### src/rtl/spare_signal_generator_if.sv
// Candidate stream between the spare-allocation enumerator and its consumer.
// The master side is the generator; the slave side is the checker/repair logic.
interface spare_signal_generator_if;
  logic       start;
  logic       out_ready;
  logic       skip_dsss;
  logic       out_valid;
  logic [7:0] dsss;
  logic [3:0] rlss;
  logic [8:0] cand_idx;
  logic       last;
  logic [8:0] emitted_cnt;
  logic       busy;
  logic       done;

  modport master (
    input  start, out_ready, skip_dsss,
    output out_valid, dsss, rlss, cand_idx, last, emitted_cnt, busy, done
  );

  modport slave (
    output start, out_ready, skip_dsss,
    input  out_valid, dsss, rlss, cand_idx, last, emitted_cnt, busy, done
  );
endinterface

### src/rtl/spare_signal_generator.sv
// Enumerates every DSSS (8b, four ones) x RLSS (4b, two ones) spare candidate,
// one per handshake, with optional pruning of the remaining RLSS values.
module spare_signal_generator (
  input logic clk,
  input logic rst,
  spare_signal_generator_if.master bus
);
  typedef enum logic [1:0] {IDLE, RUN, DONE} state_t;

  state_t     state;
  logic [6:0] dsss_rank;
  logic [2:0] rlss_rank;
  logic [7:0] dsss_next;
  logic [3:0] rlss_next;

  function automatic logic [3:0] trailing_zeros(input logic [8:0] x);
    trailing_zeros = 4'd9;
    for (int i = 8; i >= 0; i--) begin
      if (x[i]) trailing_zeros = 4'(i);
    end
  endfunction

  // Gosper's step: ripple the lowest run of ones up, then refill the bottom;
  // the divide by the lowest set bit becomes a shift by its position.
  function automatic logic [7:0] next_comb8(input logic [7:0] x);
    logic [8:0] xe, low, ripple, ones;
    xe     = {1'b0, x};
    low    = xe & (~xe + 9'd1);
    ripple = xe + low;
    ones   = ((ripple ^ xe) >> 2) >> trailing_zeros(xe);
    next_comb8 = ripple[7:0] | ones[7:0];
  endfunction

  function automatic logic [3:0] next_comb4(input logic [3:0] x);
    logic [4:0] xe, low, ripple, ones;
    xe     = {1'b0, x};
    low    = xe & (~xe + 5'd1);
    ripple = xe + low;
    ones   = ((ripple ^ xe) >> 2) >> trailing_zeros({4'd0, xe});
    next_comb4 = ripple[3:0] | ones[3:0];
  endfunction

  assign dsss_next = next_comb8(bus.dsss);
  assign rlss_next = next_comb4(bus.rlss);

  // Index is derived from the ranks so it can never drift from them.
  assign bus.cand_idx = {dsss_rank, 2'b00} + {1'b0, dsss_rank, 1'b0} + {6'd0, rlss_rank};
  assign bus.last     = bus.out_valid && (bus.dsss == 8'hF0) && (bus.rlss == 4'hC);

  always_ff @(posedge clk) begin
    if (rst) begin
      state           <= IDLE;
      bus.out_valid   <= 1'b0;
      bus.busy        <= 1'b0;
      bus.done        <= 1'b0;
      bus.dsss        <= 8'd0;
      bus.rlss        <= 4'd0;
      bus.emitted_cnt <= 9'd0;
      dsss_rank       <= 7'd0;
      rlss_rank       <= 3'd0;
    end else begin
      case (state)
        IDLE: begin
          bus.done <= 1'b0;
          if (bus.start) begin
            state           <= RUN;
            bus.out_valid   <= 1'b1;
            bus.busy        <= 1'b1;
            bus.dsss        <= 8'h0F;
            bus.rlss        <= 4'h3;
            bus.emitted_cnt <= 9'd0;
            dsss_rank       <= 7'd0;
            rlss_rank       <= 3'd0;
          end
        end
        RUN: begin
          // out_valid is always high here, so out_ready alone marks a handshake
          if (bus.out_ready) begin
            bus.emitted_cnt <= bus.emitted_cnt + 9'd1;
            if (bus.dsss == 8'hF0 && (bus.rlss == 4'hC || bus.skip_dsss)) begin
              state         <= DONE;
              bus.out_valid <= 1'b0;
              bus.busy      <= 1'b0;
              bus.done      <= 1'b1;
            end else if (bus.skip_dsss || bus.rlss == 4'hC) begin
              bus.dsss  <= dsss_next;
              dsss_rank <= dsss_rank + 7'd1;
              bus.rlss  <= 4'h3;
              rlss_rank <= 3'd0;
            end else begin
              bus.rlss  <= rlss_next;
              rlss_rank <= rlss_rank + 3'd1;
            end
          end
        end
        DONE: begin
          bus.done <= 1'b0;
          state    <= IDLE;
        end
        default: state <= IDLE;
      endcase
    end
  end
endmodule
### src/flat_wrapper.sv
// flat-port wrapper written by rule: the top's interface ports become plain ports
module spare_signal_generator_flat 
  (clk, rst, bus_start, bus_out_ready, bus_skip_dsss, bus_out_valid, bus_dsss, bus_rlss, bus_cand_idx, bus_last, bus_emitted_cnt, bus_busy, bus_done);
  spare_signal_generator_if bus_i ();
  input logic clk;
  input logic rst;
  input wire logic [$bits(bus_i.start)-1:0] bus_start;
  input wire logic [$bits(bus_i.out_ready)-1:0] bus_out_ready;
  input wire logic [$bits(bus_i.skip_dsss)-1:0] bus_skip_dsss;
  output wire logic [$bits(bus_i.out_valid)-1:0] bus_out_valid;
  output wire logic [$bits(bus_i.dsss)-1:0] bus_dsss;
  output wire logic [$bits(bus_i.rlss)-1:0] bus_rlss;
  output wire logic [$bits(bus_i.cand_idx)-1:0] bus_cand_idx;
  output wire logic [$bits(bus_i.last)-1:0] bus_last;
  output wire logic [$bits(bus_i.emitted_cnt)-1:0] bus_emitted_cnt;
  output wire logic [$bits(bus_i.busy)-1:0] bus_busy;
  output wire logic [$bits(bus_i.done)-1:0] bus_done;
  assign bus_i.start = bus_start;
  assign bus_i.out_ready = bus_out_ready;
  assign bus_i.skip_dsss = bus_skip_dsss;
  assign bus_out_valid = bus_i.out_valid;
  assign bus_dsss = bus_i.dsss;
  assign bus_rlss = bus_i.rlss;
  assign bus_cand_idx = bus_i.cand_idx;
  assign bus_last = bus_i.last;
  assign bus_emitted_cnt = bus_i.emitted_cnt;
  assign bus_busy = bus_i.busy;
  assign bus_done = bus_i.done;
  spare_signal_generator u_core (.clk(clk), .rst(rst), .bus(bus_i));
endmodule
### config.mk
export PLATFORM = sky130hd
export DESIGN_NAME = spare_signal_generator_flat
export DESIGN_NICKNAME = d
export VERILOG_FILES = /design/src/rtl/spare_signal_generator_if.sv /design/src/rtl/spare_signal_generator.sv /design/src/flat_wrapper.sv
export SDC_FILE = /design/constraint.sdc
export NUM_CORES = 1
export LEC_CHECK = 0
export ABC_AREA = 0
export CAP_MARGIN = 20
export CORE_MARGIN = 3
export CORE_UTILIZATION = 52
export CTS_CLUSTER_DIAMETER = 30
export CTS_CLUSTER_SIZE = 12
export DETAILED_ROUTE_END_ITERATION = 6
export GPL_ROUTABILITY_DRIVEN = 1
export PLACE_DENSITY = 0.78
export SLEW_MARGIN = 20
export SYNTH_ARGS = -nofsm -noshare
export SYNTH_HDL_FRONTEND = slang
export SYNTH_SLANG_ARGS = --single-unit
### constraint.sdc
create_clock -name clk -period 6 [get_ports clk]
set_input_delay 1.2 -clock clk [delete_from_list [all_inputs] [get_ports clk]]
set_output_delay 1.2 -clock clk [all_outputs]
set_load 0.01 [all_outputs]
==> run_results.csv <==
group,metric,value,unit
final_layout,drive_gt1_frac,0.0641,
routing,dr.first_iter.drc_count,195,
synthesis,synth_edf_count,0,
clock_tree,clkTransAtPathRegs,0.07,ns
floorplan,num_io_pins,39,
critical_path,crit_chain,"fa_1 > ha_1 > inv_1 > fa_1 > nor2b_1 > o21ai_0 > a21oi_1 > o21a_1 > nor2_1 > xnor2_1 > clkdlybuf4s50_1",
sta,setup_viol,0,
critical_path,r2r_start,"u_core.bus.dsss[2]",
critical_path,r2r_setup_slack,3.60,ns
synthesis,synth_area_leaders,"dfxtp_1 (28%), ha_1 (7.6%), nor2_1 (6.9%)",
final_layout,n_fill_cell,390,
routing,wirelength,5.59,mm
synthesis,avgSynthCellArea,7.81,um^2
grt,grt_overflow,0,
floorplan,initial_utilization,0.550,
grt,grt_max_degree,20,
clock_tree,postCtsSetupBuffers,0,
synthesis,synth_top_flop_cell,"dfxtp_1",
min_path,holdCritStartpoint,"u_core.bus.emitted_cnt[1]",
critical_path,critPathSlowestCell,"clkdlybuf4s50_1",
critical_path,critPathLaunchType,"flip-flop",
clock_tree,insertion_delay,0.28,ns
floorplan,die_area,5590,um^2
sta,worst_pin_slew,0.845,ns
final_layout,synthToLayoutAreaGrowth,19.0,%
routing,routed_via_density,5.91,
critical_path,arrival,3.05,ns
critical_path,r2r_cells,6,
critical_path,r2r-end,"u_core.bus.dsss[4]",
sta,post-route-min-period,4.25,ns
sta,fmax,0.235,GHz
flow_run,cap_viol_max_count,0,
critical_path,critical_path.max_fanout,6,
place,hpwl,4.07,mm
sta,fin_hold_ws,0.493,ns
min_path,hold_depth,2,
clock_tree,clockBufferDepth,2,
sta,finClkSkew,0.00242,ns
grt,antenna_found_initial,0,
floorplan,die_x,74.8,um
synthesis,ys_seq_area_frac,0.285,
synthesis,synth_most_common_cell,"nor2_1",
final_layout,antenna_cells,0,
critical_path,worst-setup-path-type,"reg -> out",
synthesis,syn_area,2460,um^2
min_path,hp-class,"reg -> reg",
synthesis,ys_ff_latch,35,
synthesis,async_flop_share,0,
sta,tns,0,ns
routing,wl_per_cell,14.1,um
synthesis,synthTopCellsByCount,"nor2_1 (45), dfxtp_1 (35), a21oi_1 (24)",
critical_path,endpoint_kind,"output port",
clock_tree,cts_tree,"done",
routing,drc,0,
place,port_buffers,38,
grt,grt_pass1_vias,2108,
routing,antenna_left,0,
clock_tree,clock_sink_count,35,
sta,rsz0062_at_grt,"false",
pwr,p_per_area,187,nW/um^2
pwr,leakage,1.15,nW
clock_tree,cts-root-buf,"clkbuf_8",
synthesis,postSynthCellCount,315,
grt,grt_pass1_wl,9.50,mm
synthesis,yosys.area.top_type,"dfxtp_1",
synthesis,synth_cell_types,58,
routing,num_vias,2335,
status,run_status,"complete, no violations",
sta,fin_crit_sh,0.709,
pwr,peakVddDrop,146,uV
final_layout,layout.nets,364,
clock_tree,cts_resized,0,
place,finalWeightedCongestion,0.930,
sta,max-slew-margin-rel,0.437,
clock_tree,cts_inserted_buffers,5,
routing,first_pass_iters,4,
synthesis,synth.net_count,337,
floorplan,rows,24,
min_path,whs_endpoint,"u_core.bus.emitted_cnt[1]",
floorplan,die_y,74.8,um
critical_path,max_stage_delay,0.54,ns
sta,hold_violations,0,
critical_path,cp.required,4.80,ns
clock_tree,cts_hold_buf,0,
critical_path,cp_common_cell,"fa_1",
floorplan,core_area,4470,um^2
grt,grt_util_all_layers,0.216,
synthesis,synth_top_area_frac,0.285,
synthesis,yosysWarnings,0,
sta,maxSlewViolCount,0,
clock_tree,cts_max_level,2,
==> power breakdown <==
group          total, W  switching, W  internal [W]
registers      0.000259     0.0000191      0.000239
clock network  0.000186     0.0000815      0.000105
logic          0.000102     0.0000560     0.0000456
==> registers in the layout, indices dropped and copies added, names as in the netlist <==
| signal | flops |
|---|---|
| u_core.bus.done | 1 |
| u_core.bus.dsss | 8 |
| u_core.bus.emitted_cnt | 9 |
| u_core.bus.out_valid | 1 |
| u_core.bus.rlss | 4 |
| u_core.dsss_rank | 7 |
| u_core.rlss_rank | 3 |
| u_core.state | 2 |
==> per-stage QoR <==
step	area (um^2)	util	setup WS (ns)	power, W	cells
2_1_floorplan	2460	-	2.61	0.000334	315
3_3_place_gp	2830	0.632	2.11	0.000362	387
3_5_place_dp	2830	0.632	2.03	0.000364	387
4_1_cts	2930	0.654	1.73	0.000548	395
5_1_grt	2930	0.654	1.57	0.000570	395
6_report	2930	0.654	1.75	0.000546	395
==> critical path, delay by kind of cell (launching register included) <==
kind / cells / cell delay [ns]
XOR/XNOR: 1 / 0.12
adder cells (fa/ha/maj): 3 / 1.09
buffers and inverters: 2 / 0.59
flip-flops: 1 / 0.36
AO/OA/AOI/OAI: 3 / 0.43
AND/OR/NAND/NOR: 2 / 0.16
==> worst max path at each step <==
stage / start / to / slack (ns) / cells after the start
detailed placement: u_core.dsss_rank[0] / bus_cand_idx[8] / 2.03 / 11
global placement: u_core.dsss_rank[0] / bus_cand_idx[8] / 2.11 / 11
finish: u_core.dsss_rank[0] / bus_cand_idx[8] / 1.75 / 11
floorplan: u_core.dsss_rank[0] / bus_cand_idx[8] / 2.61 / 10
CTS: u_core.dsss_rank[0] / bus_cand_idx[8] / 1.73 / 11
global route: u_core.dsss_rank[0] / bus_cand_idx[8] / 1.57 / 11
==> area by class of cell <==
| cell class | count | area (um^2) | share of cell area |
|---|---|---|---|
| sequential | 35 | 701 | 0.239 |
| clock buffer | 8 | 100 | 0.0342 |
| multi-input combinational | 244 | 1610 | 0.550 |
| timing repair buffer | 39 | 388 | 0.133 |
| tap | 52 | 65.1 | 0.0222 |
| inverter | 17 | 63.8 | 0.0218 |
==> layer usage <==
layer,track usage,wire length (um),up-vias
li1,-,-,1174
met1,0.304,2720,1077
met2,0.337,2500,80
met3,0.0414,331,4
met4,0.0652,39,0
met5,0,0,-
==> kinds of logic (layout without fill, tap and decap cells) <==
logic type               Yosys count  after routing  share of synthesized area
AO/OA/AOI/OAI                     80             80                      0.222
XOR/XNOR                          16             16                     0.0570
adder cells (fa/ha/maj)           17             17                     0.0926
buffers and inverters             36             64                     0.0610
flip-flops                        35             35                      0.285
multiplexers                       6              6                     0.0244
AND/OR/NAND/NOR                  125            125                      0.258
==> layout by cell type, fill, tap and decap left out, types with 6 or more instances in the layout <==
cell type | Yosys | layout
ha_1 | 15 | 15
nand3_1 | 7 | 7
nand2b_1 | 6 | 6
xnor2_1 | 6 | 6
nor2_1 | 45 | 45
mux2i_1 | 6 | 6
dfxtp_1 | 35 | 35
o21ai_0 | 10 | 10
and2_1 | 6 | 6
nand2_1 | 21 | 21
clkdlybuf4s50_1 | 0 | 38
o21ai_1 | 8 | 8
inv_1 | 16 | 16
nand4_1 | 6 | 6
a21oi_1 | 24 | 24
xor2_1 | 10 | 10
and3_1 | 6 | 6
clkbuf_8 | 0 | 7
nor2b_1 | 7 | 7
Power figures use the tool's default switching activity.
